==> src/rtl/ext_sd_pkg.sv <==
// Shared types and constants for the ext SD card SPI engine.
// The state enum is shared so the engine and any debug taps agree on its encoding.
package ext_sd_pkg;

   typedef enum logic [1:0] {
      IDLE,
      LOW,
      HIGH,
      DONE
   } spi_state_t;

   localparam int         SPI_BITS          = 8;
   localparam logic [7:0] DEFAULT_IDLE_BYTE = 8'hFF;

endpackage

==> src/rtl/sd_spi_clk_div.sv <==
// Loadable down-counter that paces SCLK half-periods for the SD SPI engine.
// The terminal-count flag is high while the count sits at zero.
module sd_spi_clk_div (
   input  logic       clk,
   input  logic       reset_n,
   input  logic       i_load,
   input  logic       i_en,
   input  logic [7:0] i_loadVal,
   output logic       o_tc
);

   logic [7:0] r_count;

   // Load takes priority; counting stops at zero so an idle phase never wraps.
   always_ff @(posedge clk or negedge reset_n) begin
      if (!reset_n) begin
         r_count <= 8'd0;
      end else if (i_load) begin
         r_count <= i_loadVal;
      end else if (i_en && (r_count != 8'd0)) begin
         r_count <= r_count - 8'd1;
      end
   end

   assign o_tc = (r_count == 8'd0);

endmodule

==> src/rtl/ext_sd_spi_engine.sv <==
// Turns single-cycle mapper byte requests into 8-bit SPI mode-0 transfers to the SD card.
// Every transfer is full duplex; the received byte is published when busy drops.
module ext_sd_spi_engine
   import ext_sd_pkg::*;
#(
   parameter int         CLK_DIV   = 4,
   parameter logic [7:0] IDLE_BYTE = DEFAULT_IDLE_BYTE
) (
   input  logic       clk,
   input  logic       reset_n,
   input  logic       tx,
   input  logic       rx,
   input  logic [7:0] data_to_SD,
   input  logic       cs_sel,
   output logic [7:0] data_from_SD,
   output logic       busy,
   output logic       spi_sclk,
   output logic       spi_mosi,
   input  logic       spi_miso,
   output logic       spi_cs_n
);

   localparam logic [7:0] DIV_RELOAD = 8'(CLK_DIV - 1);
   localparam logic [2:0] BIT_RELOAD = 3'(SPI_BITS - 1);

   spi_state_t r_state;
   spi_state_t w_nextState;

   logic [7:0] r_shift;
   logic [7:0] r_dataFromSd;
   logic [2:0] r_bitCnt;
   logic       r_misoBit;
   logic       r_sclk;
   logic       r_mosi;
   logic       r_csN;
   logic       r_busy;

   logic       w_req;
   logic       w_divLoad;
   logic       w_divEn;
   logic       w_divTc;

   assign w_req = tx | rx;

   sd_spi_clk_div u_clkDiv (
      .clk       (clk),
      .reset_n   (reset_n),
      .i_load    (w_divLoad),
      .i_en      (w_divEn),
      .i_loadVal (DIV_RELOAD),
      .o_tc      (w_divTc)
   );

   always_ff @(posedge clk or negedge reset_n) begin
      if (!reset_n) begin
         r_state <= IDLE;
      end else begin
         r_state <= w_nextState;
      end
   end

   always_comb begin
      w_nextState = r_state;
      w_divLoad   = 1'b0;
      w_divEn     = 1'b0;
      case (r_state)
         IDLE: begin
            if (w_req) begin
               w_divLoad   = 1'b1;
               w_nextState = LOW;
            end
         end
         LOW: begin
            w_divEn = 1'b1;
            if (w_divTc) begin
               w_divLoad   = 1'b1;
               w_nextState = HIGH;
            end
         end
         HIGH: begin
            w_divEn = 1'b1;
            if (w_divTc) begin
               if (r_bitCnt == 3'd0) begin
                  w_nextState = DONE;
               end else begin
                  w_divLoad   = 1'b1;
                  w_nextState = LOW;
               end
            end
         end
         DONE: begin
            w_nextState = IDLE;
         end
         default: begin
            w_nextState = IDLE;
         end
      endcase
   end

   // MISO is captured on the rising SCLK edge and merged into the shifter on
   // the falling edge, so the outgoing MSB stays intact for the whole bit.
   always_ff @(posedge clk or negedge reset_n) begin
      if (!reset_n) begin
         r_shift      <= 8'd0;
         r_dataFromSd <= 8'hFF;
         r_bitCnt     <= 3'd0;
         r_misoBit    <= 1'b0;
         r_sclk       <= 1'b0;
         r_mosi       <= 1'b1;
         r_csN        <= 1'b1;
         r_busy       <= 1'b0;
      end else begin
         case (r_state)
            IDLE: begin
               r_csN <= ~cs_sel;
               if (tx) begin
                  r_shift  <= data_to_SD;
                  r_mosi   <= data_to_SD[7];
                  r_bitCnt <= BIT_RELOAD;
                  r_busy   <= 1'b1;
               end else if (rx) begin
                  r_shift  <= IDLE_BYTE;
                  r_mosi   <= IDLE_BYTE[7];
                  r_bitCnt <= BIT_RELOAD;
                  r_busy   <= 1'b1;
               end
            end
            LOW: begin
               if (w_divTc) begin
                  r_misoBit <= spi_miso;
                  r_sclk    <= 1'b1;
               end
            end
            HIGH: begin
               if (w_divTc) begin
                  r_sclk  <= 1'b0;
                  r_shift <= {r_shift[6:0], r_misoBit};
                  if (r_bitCnt != 3'd0) begin
                     r_mosi   <= r_shift[6];
                     r_bitCnt <= r_bitCnt - 3'd1;
                  end
               end
            end
            DONE: begin
               r_dataFromSd <= r_shift;
               r_mosi       <= 1'b1;
               r_busy       <= 1'b0;
            end
            default: begin
               r_busy <= 1'b0;
            end
         endcase
      end
   end

   assign data_from_SD = r_dataFromSd;
   assign busy         = r_busy;
   assign spi_sclk     = r_sclk;
   assign spi_mosi     = r_mosi;
   assign spi_cs_n     = r_csN;

endmodule

==> config.mk <==
export PLATFORM = sky130hd
export DESIGN_NAME = ext_sd_spi_engine
export DESIGN_NICKNAME = d
export VERILOG_FILES = /design/src/rtl/ext_sd_pkg.sv /design/src/rtl/sd_spi_clk_div.sv /design/src/rtl/ext_sd_spi_engine.sv
export SDC_FILE = /design/constraint.sdc
export NUM_CORES = 1
export LEC_CHECK = 0
export ABC_CLOCK_PERIOD_IN_PS = 1950
export BUFFER_PORTS_ARGS = -buffer_cell sky130_fd_sc_hd__buf_4
export CAP_MARGIN = 20
export CELL_PAD_IN_SITES_DETAIL_PLACEMENT = 1
export CELL_PAD_IN_SITES_GLOBAL_PLACEMENT = 1
export CORE_ASPECT_RATIO = 1.5
export CORE_UTILIZATION = 42
export CTS_BUF_LIST = sky130_fd_sc_hd__clkbuf_2
export DETAILED_ROUTE_END_ITERATION = 10
export PLACE_DENSITY = 0.8
export RECOVER_POWER = 25
export SYNTH_ARGS = -nofsm -noshare
export SYNTH_HDL_FRONTEND = slang
export SYNTH_SLANG_ARGS = --single-unit
==> constraint.sdc <==
create_clock -name clk -period 1.95 [get_ports clk]
set_input_delay 0.39 -clock clk [delete_from_list [all_inputs] [get_ports clk]]
set_output_delay 0.39 -clock clk [all_outputs]
set_load 0.02 [all_outputs]
==> impl_metrics.csv <==
group,metric,value,unit
power,ir_worst_vdd,0.4283,mV
floorplan,dieArea,4478,µm²
worst_setup_path,start_kind,"register",
floorplan,rows,28,
routing,ant_nets,0,
hold_path,hp-class,"in -> reg",
worst_setup_path,critPathSlowestCell,"or4b_4",
routing,first_iter_violations,8,
timing,hold_ws,142.0,ps
floorplan,die_h,81.46,µm
routing,wl,4506,µm
grt,grt_pass1_vias,1577,
routing,route.detailed.drc,0,
worst_setup_path,path_class,"reg -> reg",
outcome,status,"completed",
timing,finalMaxSlewViolations,0,
worst_setup_path,crit_start,"r_state[1]$_DFFE_PN0P_",
routing,avgRoutedWirePerCell,17.81,µm
timing,setup_viol,0,
floorplan,pin_count,26,
cells_and_area,nets,230,
clock_network,root_buffer,"clkbuf_2",
worst_setup_path,crit_path_cell_trace,"inv_2, ha_4, or4b_4, nor3_4, mux2i_1, a21oi_1",
yosys,syn_area,1768,µm²
grt,grt_pass1_wl,7065,µm
floorplan,die_w,54.98,µm
worst_setup_path,cp_top_family,"simple AND/OR/NAND/NOR gates",
routing,first_pass_iters,4,
clock_network,cts_tree,"done",
cells_and_area,insertedDiodeCount,0,
yosys,synth_edf_count,0,
yosys,ys.flop_type,"dfrtp_1",
place,dp_hpwl,3396,µm
routing,vias,1446,
worst_setup_path,worst_path_largest_cell_delay,510,ps
place,place_congestion,0.7817,
hold_path,hp-start,"cs_sel",
clock_network,h-tree-depth,2,
worst_setup_path,worstPathRequired,2200,ps
yosys,ys_warn_count,0,
place,io_buffers,25,
worst_setup_path,worstPathMaxFanout,4,
power,p_total,0.001068,W
worst_setup_path,cp.depth,6,
yosys,yosysSeqAreaShare,48.83,%
grt,grt_max_degree,35,
yosys,syn_area_per_cell,10.85,µm²
yosys,synth.net_count,186,
place,dp_cells,241,
timing,worst_pin_slew,838.6,ps
grt,antenna_found_initial,0,
floorplan,core,3994,µm²
worst_setup_path,r2r-start,"r_state[1]$_DFFE_PN0P_",
grt,grt_usage,21.84,%
timing,rsz0062_at_grt,"true",
timing,hold_viol_final,0,
yosys,synth-seq-cells,34,
yosys,postSynthCellCount,163,
clock_network,clk_pin_slew,180,ps
timing,max_freq,0.5337,GHz
cells_and_area,finalNonFillerCells,253,
worst_setup_path,r2r_slack,80,ps
timing,period_share,96.09,%
clock_network,cts.sinks,34,
yosys,synth_cell_types,45,
worst_setup_path,ff2ff_path_depth,6,
timing,fin_ws,76.18,ps
clock_network,insertion_delay,380,ps
power,power.density,480.2,nW/µm²
yosys,async_reset_ff_share,100.0,%
timing,skew,21.62,ps
worst_setup_path,worstReg2RegEnd,"u_clkDiv.r_count[5]$_DFFE_PN0P_",
run,drv_cap,0,
cells_and_area,layout-drive-gt1-share,41.35,%
timing,period_needed,1874,ps
routing,routed_via_density,5.715,
clock_network,cts.path.max_buffers,2,
worst_setup_path,cp-endpoint,"u_clkDiv.r_count[5]$_DFFE_PN0P_",
place,place_ws,-3.861,ps
worst_setup_path,path_buf_inv,1,
floorplan,initial_utilization,44.27,%
cells_and_area,syn_to_final_growth,25.76,%
timing,slew_headroom,44.10,%
power,leakagePower,1.009,nW
worst_setup_path,end_kind,"register",
clock_network,cts_buffers,5,
worst_setup_path,worstPathArrival,2130,ps
grt,overflow,0,
==> layer usage <==
layer | vias up | global-route usage [%] | part of all wire (%)
li1 | 680 | - | -
met1 | 730 | 21.77 | 37
met2 | 28 | 42.89 | 57
met3 | 8 | 4.815 | 3.5
met4 | 0 | 5.250 | 2.1
met5 | - | 0 | 0
==> cells by family after synthesis <==
| kind of cell | synth area share (%) |
|---|---|
| AOI/OAI and AO/OA | 19.67 |
| buffers and inverters | 3.893 |
| DFF | 48.83 |
| adders and majority gates | 6.370 |
| muxes | 8.705 |
| xor gates and xnor gates | 1.981 |
| and+or+nand+nor | 10.55 |
==> Yosys cell counts, drive strengths merged, types with 2 or more instances <==
cell type / instances / share of area, %
clkinv: 2 / 0.42
o22ai: 9 / 3.2
nor3: 2 / 0.57
dfrtp: 24 / 34
inv: 8 / 1.7
nand3: 2 / 0.57
and2: 2 / 0.71
clkbuf: 3 / 0.64
dfstp: 10 / 15
a211oi: 3 / 1.3
nor3b: 2 / 1.1
mux2i: 3 / 1.7
xnor2: 4 / 2.0
ha: 9 / 6.4
nor2: 4 / 0.85
o21ai: 20 / 5.9
a21oi: 13 / 3.7
mux2: 11 / 7.0
buf: 4 / 1.1
nand2: 6 / 1.3
nand2b: 2 / 0.71
nor4: 3 / 2.3
or2: 2 / 0.71
==> how the worst min path moves through the flow <==
stage	to	cells after the start	slack, ps
detailed placement	r_shift[1]$_DFFE_PN0P_	1	360
global route	spi_cs_n$_DFFE_PN1N_	2	100
finish	spi_cs_n$_DFFE_PN1N_	2	140
global placement	r_shift[2]$_DFFE_PN0P_	1	350
CTS	spi_cs_n$_DFFE_PN1N_	2	130
floorplan	busy$_DFFE_PN0P_	0	90
==> layout make-up <==
type / count / area, µm²
repair buffers: 44 / 334.1
fillers: 456 / 1770
well taps: 45 / 56.30
clock inverters: 2 / 8.758
flip-flops and latches: 34 / 863.3
inverters: 10 / 37.54
clock buffers: 6 / 30.03
multi-input cells: 112 / 893.4
==> state kept, by name (all words and copies together), names as in the netlist, 2 cells and up <==
signal and count:
r_shift 8, data_from_SD 8, r_state 2, r_bitCnt 3, u_clkDiv.r_count 8
==> worst reg2reg max path, cell delays in order (launching register included) <==
cell and delay [ps]:
dfrtp_1 440, inv_2 70, ha_4 270, or4b_4 510, nor3_4 200, mux2i_1 200, a21oi_1 50
==> repair_timing <==
item                                   in CTS  in global routing
setup endpoints to repair                   1                 19
cloned                                      0                  0
pin swaps                                   0                  2
hold buffers                                1                  0
setup buffers                               0                  3
endpoints found under the hold margin      24                  0
gates resized for setup                     2                 12
==> cells in the final DEF (no fill, tap or decap), types with 8 or more instances in the layout <==
master | netlist | routed
a21oi_1 | 13 | 13
buf_4 | 0 | 41
dfrtp_1 | 24 | 24
dfstp_2 | 10 | 10
ha_1 | 9 | 8
mux2_2 | 9 | 9
o21ai_0 | 10 | 10
o21ai_1 | 9 | 8
o22ai_1 | 9 | 8
==> power breakdown <==
part | switching [W] | internal, W
Clock | 0.000233 | 0.0000882
Sequential | 0.000000609 | 0.000708
Combinational | 0.0000190 | 0.0000188
Total | 0.000253 | 0.000815
==> through the flow <==
step	area (µm²)	utilization (%)	TNS [ps]
5_1_grt	2223	55.67	-102.4
6_report	2223	55.67	0
2_1_floorplan	1768	-	0
3_5_place_dp	2093	52.41	-3.861
3_3_place_gp	2093	52.41	0
4_1_cts	2151	53.85	0
No activity file was read; power rests on OpenSTA's default activity.
